<file path="src/rtl/window_average.sv">
// Streaming 2x2 box-average over a raster-scanned frame, using one row of
// line buffer plus a two-pixel history to form each window.
module window_average #(
    parameter  int DATA_W = 8,
    parameter  int IMG_W  = 8,
    parameter  int IMG_H  = 16,
    parameter  int ROUND  = 0,
    localparam int COL_W  = $clog2(IMG_W),
    localparam int ROW_W  = $clog2(IMG_H),
    localparam int OCOL_W = (IMG_W - 1 > 1) ? $clog2(IMG_W - 1) : 1,
    localparam int OROW_W = (IMG_H - 1 > 1) ? $clog2(IMG_H - 1) : 1
) (
    input  logic              clk,
    input  logic              reset,
    input  logic              in_valid,
    input  logic              in_sof,
    input  logic [DATA_W-1:0] in_data,
    output logic              out_valid,
    output logic [DATA_W-1:0] out_data,
    output logic [OROW_W-1:0] out_row,
    output logic [OCOL_W-1:0] out_col,
    output logic              frame_done
);

    // Handshake: in_valid qualifies in_data and in_sof; there is no ready, so
    // every valid pixel is consumed on its clock edge. out_valid is a one-cycle
    // strobe for out_data/out_row/out_col with no backpressure from downstream.

    localparam int SUM_W = DATA_W + 2;
    localparam logic [SUM_W-1:0] RND = (ROUND != 0) ? SUM_W'(2) : '0;

    logic [COL_W-1:0]  col;
    logic [ROW_W-1:0]  row;
    logic [COL_W-1:0]  pix_col;
    logic [ROW_W-1:0]  pix_row;
    logic [COL_W-1:0]  col_nxt;
    logic [ROW_W-1:0]  row_nxt;
    logic              last_col;
    logic              last_row;
    logic              emit;

    logic [DATA_W-1:0] line_buf [IMG_W];
    logic [DATA_W-1:0] top;
    logic [DATA_W-1:0] left_cur;
    logic [DATA_W-1:0] left_top;
    logic [SUM_W-1:0]  sum;
    logic [DATA_W-1:0] avg;

    // A start-of-frame pixel is forced to (0,0), abandoning any partial frame.
    always_comb begin
        pix_col  = in_sof ? '0 : col;
        pix_row  = in_sof ? '0 : row;
        last_col = (pix_col == COL_W'(IMG_W - 1));
        last_row = (pix_row == ROW_W'(IMG_H - 1));
        col_nxt  = last_col ? '0 : pix_col + 1'b1;
        if (last_col) begin
            row_nxt = last_row ? '0 : pix_row + 1'b1;
        end else begin
            row_nxt = pix_row;
        end
        emit = in_valid && (pix_row != '0) && (pix_col != '0);
    end

    always_ff @(posedge clk or negedge reset) begin
        if (!reset) begin
            col <= '0;
            row <= '0;
        end else if (in_valid) begin
            col <= col_nxt;
            row <= row_nxt;
        end
    end

    // Window storage is never reset: row 0 emits nothing, so stale data is unused.
    always_ff @(posedge clk) begin
        if (in_valid) begin
            line_buf[pix_col] <= in_data;
            left_cur          <= in_data;
            left_top          <= top;
        end
    end

    always_comb begin
        top = line_buf[pix_col];
        sum = {2'b00, left_top} + {2'b00, top} + {2'b00, left_cur}
            + {2'b00, in_data} + RND;
        avg = DATA_W'(sum >> 2);
    end

    always_ff @(posedge clk or negedge reset) begin
        if (!reset) begin
            out_valid  <= 1'b0;
            out_data   <= '0;
            out_row    <= '0;
            out_col    <= '0;
            frame_done <= 1'b0;
        end else begin
            out_valid  <= emit;
            frame_done <= emit && last_row && last_col;
            if (emit) begin
                out_data <= avg;
                out_row  <= OROW_W'(pix_row - 1'b1);
                out_col  <= OCOL_W'(pix_col - 1'b1);
            end
        end
    end

endmodule

</file>
<file path="config.mk">
export PLATFORM = sky130hd
export DESIGN_NAME = window_average
export DESIGN_NICKNAME = d
export VERILOG_FILES = /design/src/rtl/window_average.sv
export SDC_FILE = /design/constraint.sdc
export NUM_CORES = 1
export LEC_CHECK = 0
export CELL_PAD_IN_SITES_DETAIL_PLACEMENT = 1
export CELL_PAD_IN_SITES_GLOBAL_PLACEMENT = 1
export CORE_UTILIZATION = 53
export DETAILED_ROUTE_END_ITERATION = 16
export HOLD_SLACK_MARGIN = 0.15
export MAX_ROUTING_LAYER = met4
export PLACE_DENSITY_LB_ADDON = 0.1
export REMOVE_ABC_BUFFERS = 1
export SLEW_MARGIN = 20
export SYNTH_ARGS = -nofsm -noshare
export SYNTH_HDL_FRONTEND = slang
export SYNTH_SLANG_ARGS = --single-unit
export TNS_END_PERCENT = 20
</file>
<file path="constraint.sdc">
create_clock -name clk -period 10.2 [get_ports clk]
set_input_delay 1.53 -clock clk [delete_from_list [all_inputs] [get_ports clk]]
set_output_delay 1.53 -clock clk [all_outputs]
set_load 0.005 [all_outputs]
</file>
==> summary.txt, run 1 <==
Place
  • GPL Wtd Cong: 0.860
  • IO buf count: 28
  • Inst Count DP: 499
  • Hpwl dp: 7240 um
  • Cell Area, Placed: 5190 sq um
  • Post-placement worst setup slack: 4000 ps

Layout
  • Reg area: 3000 sq um
  • Layout cells sized above 1: 8.11%
  • Ant diodes: 0
  • Multi-input gate area: 1630 sq um
  • Core Util, Final: 61.8%
  • Final-layout fill cell count: 896
  • NumNets Final: 443
  • Final non-filler cell area: 5420 sq um
  • Commonest non-fill, non-tap cell in the layout: edfxtp_1
  • Fin cells: 515
  • Synthesis-to-layout area growth: 12.3%
  • Most frequent cells in the layout: 80 x edfxtp_1, 41 x nand2_1, 32 x nor2_1

Timing
  • WHS: 483 ps
  • Slew HR: 24.6%
  • Fmax: 172 MHz
  • Setup TNS Final: 0 ps
  • Max-slew violations: 0
  • Post-layout min period: 5820 ps
  • Layout Skew: 13.2 ps
  • Setup ws final: 4380 ps
  • Setup-failing EPs final: 0
  • Final hold vios: 0
  • RSZ-0062 raised after global routing: no
  • Final worst-path cycle share: 57.1%
  • Worst slew pin tran: 1120 ps

Pwr
  • P_sw: 0.394 mW
  • Reg power frac: 43.2%
  • Clock network fraction of design power: 24.4%
  • Total power: 1.19 mW
  • Pleak: 2.12 nW
  • Combinational share of power: 32.4%
  • Power per cell area: 220 nW/um^2
  • Largest vdd supply drop: 0.109 mV
  • Internal power: 0.796 mW
  • Switching share of power: 33.1%

Worst setup path
  • Data arrival, critical path: 6030 ps
  • Cell breakdown of the critical path: clkdlybuf4s50_1, nor2b_1, buf_4, mux4_2, nand2_1, o21ai_1, fa_1, inv_1, fa_1, inv_1, ha_1, and3_1, a211oi_1, xor2_1, o21ai_0
  • Slowest CP cell: clkdlybuf4s50_1
  • Setup Crit Path Kind: primary input to flop
  • Critical Path Sink Type: flop
  • Max FO, Critical Path: 21
  • Worst Setup Start Kind: primary input
  • Max incr delay on CP: 880 ps
  • Worst EP required: 10410 ps

CTS
  • CTS tree: done
  • Hold Buf Count CTS: 0
  • Setup bufs post-CTS: 0
  • Clk pin slew, worst setup/hold paths: 100 ps
  • Total CTS buffers: 9
  • Clock Latency Late Sink: 360 ps
  • Clk sinks: 104
  • Clock H-tree levels: 3
  • Post-CTS Resized: 0
  • Maximum clock insertion buffer count: 2
  • Clk root buf: clkbuf_8

Yosys
  • Synth area leader: edfxtp_1
  • Average cell area after synthesis: 12.9 sq um
  • Synth area leaders: edfxtp_1 50%, dfrtp_1 12%, fa_1 6.6%, ha_1 3.4%, nand2_1 3.2%
  • Post-Syn Area: 4820 sq um
  • Yosys reg bits: 104
  • Sequential element share of the synthesized area: 62.3%
  • Yosys warnings: 0
  • Top cell type's share of synthesized area: 49.8%
  • Gate Count Post-Synth: 375
  • Synth unique cells: 44

Floorplanning
  • Die Y: 97.4 um
  • Num rows: 34
  • Initial Util: 55.0%
  • Width of the die: 97.4 um
  • Placeable Area: 8760 sq um
  • Top-level port count: 29
  • Die area: 9490 sq um

Routing
  • 1st-iter DRT viols: 135
  • Drt first pass iters: 4
  • DRC: 0
  • Via density: 5.83
  • Detailed-route via count: 3000
  • Final WL: 10400 um
  • Antenna Nets Post-Route: 0
  • Avg WL per Cell: 20.3 um

Global route
  • Vias in the first global route: 3183
  • Initial antenna violation count: 0
  • GRT Overall Usage: 24.6%
  • Gr ovfl total: 0
  • Largest net degree at the start of global routing: 31
  • First-pass GRT wire length: 17200 um

Flow run
  • Max Cap Viol: 0

Run status
  • Outcome: complete, no violations

Hold path
  • Worst Hold Class: flop to flop
## final cells by class
class	count	area share (%)
well taps	108	2.50
clock buffers	9	2.29
multi-input cells	224	30.2
repair buffers	31	5.50
clock inverters	7	1.87
inverters	32	2.22
flip-flops and latches	104	55.5
## state kept, by name (all words and copies together) (netlist names)
signal	count
line_buf	64
left_cur	8
left_top	8
out_data	8
out_row	4
row	4
col	3
out_col	3
frame_done	1
out_valid	1
## worst max-delay path, delay by kind of cell
family                     cells  cell delay [ps]
AOI/OAI and AO/OA              3              500
xor gates and xnor gates       1              200
adders and majority gates      3             1320
buffers and inverters          4             1260
muxes                          1              530
and+or+nand+nor                3              680
## worst paths after layout
kind,start,endpoint,slack [ps],cells after the start
setup / recovery,in_sof,out_data[6],4380,15
hold reg to reg,out_row[3],out_row[3],480,2
setup reg to reg,col[0],out_data[6],5730,14
max in group asynchronous,reset,out_data[1],8690,1
min in group asynchronous,reset,row[3],1140,1
hold / removal,out_row[3],out_row[3],480,2
## routing by layer
metal | wire length, um | global-route usage [%]
met5 | 0 | -
met4 | 225 | 8.03
met3 | 321 | 4.53
met2 | 5160 | 39.2
met1 | 4730 | 32.2
## synth_stat cells (all sizes together)
cell type,n
a32o,1
nor2,32
and3,4
dfrtp,24
mux4,2
nor3,5
buf,14
edfxtp,80
nand2b,5
xor2,3
nand2,41
ha,13
a22o,1
inv,32
a21o,1
a21oi,21
and2,2
o31ai,4
nand4,1
o211ai,1
fa,16
o22ai,3
a221oi,1
o21ai,22
mux2,7
clkbuf,1
and4,1
nor4,1
o32a,3
o211a,1
xnor2,2
a211oi,8
o32ai,4
a31oi,3
nor2b,3
mux2i,8
o221ai,1
nand3,2
or2,1
## power groups by stage
stage               combinational, mW  clock (mW)  sequential (mW)
finish                          0.386       0.290            0.514
CTS                             0.393       0.294            0.514
detailed placement              0.389           0            0.523
global route                    0.443       0.308            0.518
global placement                0.374           0            0.521
floorplan                       0.259           0            0.525
## kinds of logic (layout without fill, tap and decap cells)
family                   Yosys count  count (layout)  synth area share, %
AO/OA/AOI/OAI                     75              75                 9.73
AND/OR/NAND/NOR                   98              98                 8.79
adder cells (fa/ha/maj)           29              29                 10.0
multiplexers                      17              17                 4.23
XOR/XNOR                           5               5                0.908
buffers and inverters             47              79                 4.07
flip-flops                       104             104                 62.3
No activity file was read; power rests on OpenSTA's default activity.
==> inputs of run 2 (changes only) <==
--- a/config.mk
+++ b/config.mk
@@ -7,7 +7,7 @@
 export LEC_CHECK = 0
 export CELL_PAD_IN_SITES_DETAIL_PLACEMENT = 1
 export CELL_PAD_IN_SITES_GLOBAL_PLACEMENT = 1
-export CORE_UTILIZATION = 53
+export CORE_UTILIZATION = 49
 export DETAILED_ROUTE_END_ITERATION = 16
 export HOLD_SLACK_MARGIN = 0.15
 export MAX_ROUTING_LAYER = met4
==> constraint.sdc (replaced) <==
create_clock -name clk -period 5.9 [get_ports clk]
set_input_delay 0.885 -clock clk [delete_from_list [all_inputs] [get_ports clk]]
set_output_delay 0.885 -clock clk [all_outputs]
set_load 0.005 [all_outputs]
==> run 2 against run 1 <==
- via count fell by 1.5%
- register-to-register slack got worse by 4300 ps
- sequential share of layout area fell by 0.20 points
- non-clock buffer count rose by 5
- global-route usage fell by 2.2 points
- critical endpoint is now out_data[7]
- sequential power rose by 74%
- highest routed layer unchanged
- final area rose by 0.37%
- largest cell class unchanged
- hold slack improved by 3.2 ps
- first-iteration DRC count fell by 16%
- combinational power rose by 71%
- clock-buffer cell count did not move
- clock skew fell by 2.5 ps
==> summary.txt, run 2 (same netlist as run 1, synthesis figures left out) <==
Routing
  • Antenna Nets Post-Route: 0 (unchanged)
  • Detailed-route via count: 2954 (-1.5%)
  • DRC: 0 (unchanged)
  • Drt first pass iters: 4 (unchanged)
  • Final WL: 10100 um (-3.2%)
  • Avg WL per Cell: 18.7 um (-7.9%)
  • Via density: 5.46 (-6.3%)
  • 1st-iter DRT viols: 113 (-16%)

Place
  • IO buf count: 28 (unchanged)
  • Post-placement worst setup slack: 799 ps (-3200 ps)
  • GPL Wtd Cong: 0.820 (-4.6%)
  • Hpwl dp: 7380 um (+1.9%)

Pwr
  • Pleak: 2.12 nW (about the same)
  • Largest vdd supply drop: 0.166 mV (+52%)
  • Combinational share of power: 33.4% (+1.0 points)
  • Switching share of power: 34.3% (+1.2 points)
  • Clock network fraction of design power: 21.4% (-3.0 points)
  • Internal power: 1.30 mW (+63%)
  • P_sw: 0.680 mW (+72%)
  • Reg power frac: 45.2% (+2.0 points)
  • Power per cell area: 364 nW/um^2 (+66%)

Layout
  • Ant diodes: 0 (unchanged)
  • Most frequent cells in the layout: 80 x edfxtp_1, 41 x nand2_1, 32 x nor2_1
  • Layout cells sized above 1: 8.98% (+0.87 points)
  • Commonest non-fill, non-tap cell in the layout: edfxtp_1
  • Final-layout fill cell count: 952 (+6.3%)
  • Top reg by flops: line_buf
  • NumNets Final: 448 (+1.1%)
  • Synthesis-to-layout area growth: 12.7%
  • Max FFs per register: 64 (unchanged)

Run status
  • Outcome: complete, no violations

CTS
  • Setup bufs post-CTS: 0 (unchanged)
  • Post-CTS Resized: 0 (unchanged)
  • Clk root buf: clkbuf_8
  • Hold Buf Count CTS: 0 (unchanged)
  • Clock H-tree levels: 3 (unchanged)
  • Clk sinks: 104 (unchanged)
  • Clock Latency Late Sink: 360 ps (about the same)
  • Total CTS buffers: 9 (unchanged)
  • Clk pin slew, worst setup/hold paths: 110 ps (about the same)
  • Maximum clock insertion buffer count: 2 (unchanged)
  • CTS tree: done

Worst setup path
  • Most common cell on crit path: fa_1
  • R2R depth: 14 (unchanged)
  • Critical Path Sink Type: flop
  • FF-to-FF Start: col[1]
  • Max FO, Critical Path: 20 (-4.8%)
  • Max incr delay on CP: 480 ps (-400 ps)
  • Crit-path leading delay family: adder cells
  • Buf/Inv on CP: 3 (-1)
  • FF-to-FF setup slack: 1400 ps (-4330 ps)
  • FF-to-FF End: out_data[7]
  • Worst EP required: 6150 ps (-4260 ps)
  • Slowest CP cell: fa_1
  • Cell breakdown of the critical path: clkdlybuf4s50_1, buf_4, nand2b_1, inv_2, nand2_1, o221ai_1, a21oi_1, fa_1, fa_1, and3_1, fa_1, a211oi_1, o21ai_0, and3_1, o21ai_0, a21oi_1
  • Worst Setup Start Kind: primary input
  • Data arrival, critical path: 4970 ps (-1060 ps)
  • Setup Crit Path Kind: primary input to flop

Timing
  • Setup-failing EPs final: 0 (unchanged)
  • Layout Skew: 10.7 ps (-2.54 ps)
  • Max-slew violations: 0 (unchanged)
  • Setup ws final: 1180 ps (-3200 ps)
  • Post-layout min period: 4720 ps
  • Final worst-path cycle share: 80.1%
  • Slew HR: 34.2% (+9.6 points)
  • WHS: 487 ps (+3.18 ps)
  • RSZ-0062 raised after global routing: no
  • Worst slew pin tran: 983 ps (-140 ps)
  • Setup TNS Final: 0 ps (unchanged)
  • Final hold vios: 0 (unchanged)
  • Fmax: 212 MHz

Floorplanning
  • Num rows: 35 (+2.9%)
  • Width of the die: 101 um (+3.9%)
  • Placeable Area: 9370 sq um (+6.9%)
  • Initial Util: 51.5% (-3.6 points)
  • Top-level port count: 29 (unchanged)
  • Die Y: 101 um (+3.9%)
  • Die area: 10200 sq um (+8.0%)

Global route
  • GRT Overall Usage: 22.4% (-2.2 points)
  • Largest net degree at the start of global routing: 31 (unchanged)
  • Gr ovfl total: 0 (unchanged)
  • Initial antenna violation count: 0 (unchanged)
  • Vias in the first global route: 3227 (+1.4%)
  • First-pass GRT wire length: 16400 um (-4.6%)

Flow run
  • Max Cap Viol: 0 (unchanged)

Hold path
  • Worst Hold Class: primary input to asynchronous set/reset pin
-- run 2: layout make-up --
| class | instances | area [sq um] | area share [%] |
|---|---|---|---|
| sequential | 104 | 3000 | 55.2 |
| tap | 129 | 161 | 2.97 |
| multi-input combinational | 224 | 1630 | 30.0 |
| clock buffer | 9 | 124 | 2.28 |
| clock inverter | 7 | 62.6 | 1.15 |
| timing repair buffer | 36 | 335 | 6.17 |
| inverter | 32 | 120 | 2.21 |
-- run 2: worst max-delay path by stage --
stage	startpoint	to	slack, ps	cells past startpoint
6_report	in_sof	out_data[7]	1180	16
5_1_grt	in_sof	out_data[7]	840	16
4_1_cts	in_sof	out_data[7]	1180	15
3_5_place_dp	in_sof	out_data[7]	800	15
3_3_place_gp	in_sof	out_data[7]	950	16
2_1_floorplan	in_sof	out_data[7]	1440	15
-- run 2: power by group through the flow --
stage	logic (mW)	registers, mW	clock network (mW)
after floorplan	0.448	0.908	0
after global placement	0.639	0.910	0
after detailed placement	0.669	0.914	0
after CTS	0.671	0.897	0.437
after global routing	0.746	0.904	0.460
final	0.661	0.895	0.424
-- run 2: layer usage --
metal  part of all wire [%]  vias up  global-route usage (%)
li1                       -     1396                       -
met1                     45     1489                    28.0
met2                     51       55                    37.6
met3                    2.2       14                    3.17
met4                    1.8        0                    7.58
met5                      0        -                       -
-- run 2: metrics by stage --
stage          power [mW]  utilization, %  cells  area (sq um)
3_5_place_dp         1.58            56.1    525          5250
5_1_grt              2.11            58.0    541          5440
4_1_cts              2.01            58.1    541          5440
6_report             1.98            58.0    541          5440
3_3_place_gp         1.55            56.0    525          5250
2_1_floorplan        1.36               -    360          4750
-- run 2: worst reg2reg max path, stage by stage, from the launching register on --
cell and delay [ps]:
dfrtp_1 860, buf_4 290, nor3_1 60, nor2_1 180
o32ai_1 130, a21oi_1 290, fa_1 510, fa_1 500
and3_1 210, fa_1 430, a211oi_1 310, o21ai_0 160
and3_1 220, o21ai_0 160, a21oi_1 90
==> inputs of run 3 (changes only) <==
--- a/config.mk
+++ b/config.mk
@@ -7,7 +7,7 @@
 export LEC_CHECK = 0
 export CELL_PAD_IN_SITES_DETAIL_PLACEMENT = 1
 export CELL_PAD_IN_SITES_GLOBAL_PLACEMENT = 1
-export CORE_UTILIZATION = 49
+export CORE_UTILIZATION = 44
 export DETAILED_ROUTE_END_ITERATION = 16
 export HOLD_SLACK_MARGIN = 0.15
 export MAX_ROUTING_LAYER = met4
==> constraint.sdc (replaced) <==
create_clock -name clk -period 4 [get_ports clk]
set_input_delay 0.6 -clock clk [delete_from_list [all_inputs] [get_ports clk]]
set_output_delay 0.6 -clock clk [all_outputs]
set_load 0.005 [all_outputs]
==> run 3 against run 2 <==
- clock-buffer cell count is 1 higher
- critical path type is now flop to flop
- via count rose by 5.2%
- die area increased by 11%
- highest routed layer unchanged
==> summary.txt, run 3 (same netlist as run 1, synthesis figures left out) <==
Run status
  • Outcome: complete, no violations

Timing
  • Worst slew pin tran: 960 ps (-23.0 ps)
  • Setup TNS Final: 0 ps (unchanged)
  • Slew HR: 36.0% (+1.8 points)
  • WHS: 207 ps (-279 ps)
  • Fmax: 261 MHz
  • Post-layout min period: 3840 ps
  • Max-slew violations: 0 (unchanged)
  • Final worst-path cycle share: 95.9%
  • RSZ-0062 raised after global routing: yes
  • Final hold vios: 0 (unchanged)
  • Setup-failing EPs final: 0 (unchanged)
  • Layout Skew: 14.8 ps (+4.06 ps)

Routing
  • Via density: 5.24 (-4.0%)
  • Detailed-route via count: 3109 (+5.2%)
  • Antenna Nets Post-Route: 0 (unchanged)
  • Drt first pass iters: 4 (unchanged)
  • 1st-iter DRT viols: 134 (+19%)
  • DRC: 0 (unchanged)
  • Final WL: 11100 um (+9.8%)
  • Avg WL per Cell: 18.7 um (+0.20%)

Worst setup path
  • Worst EP required: 4250 ps (-1900 ps)
  • Setup Crit Path Kind: flop to flop
  • Data arrival, critical path: 4080 ps (-890 ps)
  • FF-to-FF setup slack: 160 ps (-1240 ps)
  • Max FO, Critical Path: 7 (-65%)
  • Cell breakdown of the critical path: nand2b_1, nor2_1, a21oi_1, o32ai_1, a21oi_1, fa_1, inv_1, fa_1, inv_1, fa_2, a211oi_2, o21ai_1, and3_1, o21ai_2, a21oi_1
  • Max incr delay on CP: 500 ps (+20 ps)
  • Slowest CP cell: dfrtp_2
  • Critical Path Sink Type: flop
  • FF-to-FF End: out_data[7]
  • Most common cell on crit path: a21oi_1
  • Worst Setup Start Kind: flop
  • FF-to-FF Start: col[2]
  • R2R depth: 15 (+1)

Pwr
  • Pleak: 2.35 nW (+11%)
  • P_sw: 1.08 mW (+59%)
  • Power per cell area: 572 nW/um^2 (+57%)
  • Switching share of power: 32.4% (-1.9 points)
  • Reg power frac: 39.1% (-6.1 points)
  • Combinational share of power: 39.5% (+6.1 points)
  • Internal power: 2.25 mW (+73%)
  • Clock network fraction of design power: 21.3% (about the same)
  • Largest vdd supply drop: 0.256 mV (+54%)
  • Total power: 3.33 mW (+68%)

Layout
  • Commonest non-fill, non-tap cell in the layout: edfxtp_1
  • Top reg by flops: line_buf
  • NumNets Final: 493 (+10%)
  • Layout cells sized above 1: 19.7% (+11 points)
  • Max FFs per register: 64 (unchanged)
  • Ant diodes: 0 (unchanged)
  • Final non-filler cell area: 5830 sq um (+7.3%)
  • Core Util, Final: 55.7% (-2.3 points)
  • Most frequent cells in the layout: 80 x edfxtp_1, 53 x buf_4, 41 x nand2_1
  • Synthesis-to-layout area growth: 20.9%

CTS
  • Clock Latency Late Sink: 370 ps (about the same)
  • Total CTS buffers: 9 (unchanged)
  • Clk sinks: 104 (unchanged)
  • Clock H-tree levels: 3 (unchanged)
  • Clk pin slew, worst setup/hold paths: 100 ps (about the same)
  • CTS tree: done
  • Maximum clock insertion buffer count: 2 (unchanged)
  • Clk root buf: clkbuf_8

Global route
  • Gr ovfl total: 0 (unchanged)
  • Initial antenna violation count: 0 (unchanged)
  • Largest net degree at the start of global routing: 28 (-9.7%)
  • First-pass GRT wire length: 18100 um (+10%)
  • Vias in the first global route: 3433 (+6.4%)
  • GRT Overall Usage: 22.2% (-0.14 points)

Hold path
  • Worst Hold Class: primary input to asynchronous set/reset pin

Floorplanning
  • Num rows: 37 (+5.7%)
  • Die Y: 107 um (+5.4%)
  • Die area: 11400 sq um (+11%)
  • Top-level port count: 29 (unchanged)
  • Initial Util: 46.1% (-5.4 points)
  • Placeable Area: 10500 sq um (+12%)
  • Width of the die: 107 um (+5.4%)

Place
  • IO buf count: 28 (unchanged)
  • GPL Wtd Cong: 0.865 (+5.5%)
  • Hpwl dp: 8290 um (+12%)
  • Cell Area, Placed: 5580 sq um (+6.2%)

Flow run
  • Max Cap Viol: 0 (unchanged)
==> run 3: changes by cell type in the layout (fill, tap and decap cells not counted), sizes merged <==
cell | before | now
bufinv | 0 | 2
clkinvlp | 1 | 2
clkbuf | 9 | 10
dlygate4sd2 | 0 | 1
inv | 36 | 32
clkdlybuf4s50 | 27 | 26
buf | 9 | 54
==> run 3: power by group through the flow <==
stage	Sequential (mW)	Clock, mW	Combinational [mW]
final	1.30	0.711	1.32
after global routing	1.32	0.760	1.47
after CTS	1.30	0.732	1.28
after detailed placement	1.33	0	1.25
after global placement	1.32	0	1.21
after floorplan	1.34	0	0.660
==> run 3: metrics by stage <==
stage / setup WS, ps / std cells
after floorplan: -258 / 360
after global placement: -582 / 575
after detailed placement: -751 / 575
after CTS: 37.7 / 591
after global routing: -18.0 / 593
final: 163 / 593
==> run 3: per-layer routing <==
layer  up-vias  wire [um]  track usage, %  share of wire, %
li1       1491          -               -                 -
met1      1563       5190            28.7                47
met2        46       5450            35.4                49
met3         9        283            3.71               2.6
met4         0        167            8.41               1.5
met5         -          0               -                 0
==> run 3: worst max path at each step <==
stage / startpoint / to / slack, ps / cells past startpoint
6_report: col[2] / out_data[7] / 160 / 15
2_1_floorplan: col[0] / out_data[7] / -260 / 15
3_5_place_dp: in_sof / out_data[7] / -750 / 15
3_3_place_gp: in_sof / out_data[7] / -580 / 17
5_1_grt: in_sof / out_data[6] / -20 / 15
4_1_cts: col[1] / out_data[4] / 40 / 13
==> run 3: area by class of cell <==
type / instances / area [sq um]
Clock buffer: 10 / 128
Clock inverter: 6 / 83.8
Fill cell: 1108 / 4630
Inverter: 32 / 120
Multi-Input combinational cell: 224 / 1650
Sequential cell: 104 / 3010
Tap cell: 136 / 170
Timing Repair Buffer: 81 / 672
==> run 3: critical path: cells and delay by family, from the launching register on <==
kind / cells / cell delay (ps)
fa+ha+maj: 3 / 1400
compound gates: 7 / 1130
simple gates: 3 / 550
flops: 1 / 500
buf+inv: 2 / 120
==> run 3: timing repair <==
item	4_1_cts	5_1_grt
buffers inserted	0	2
pin swaps	1	2
endpoints found under the setup margin	4	5
resized for setup	5	9
hold buffers	0	0
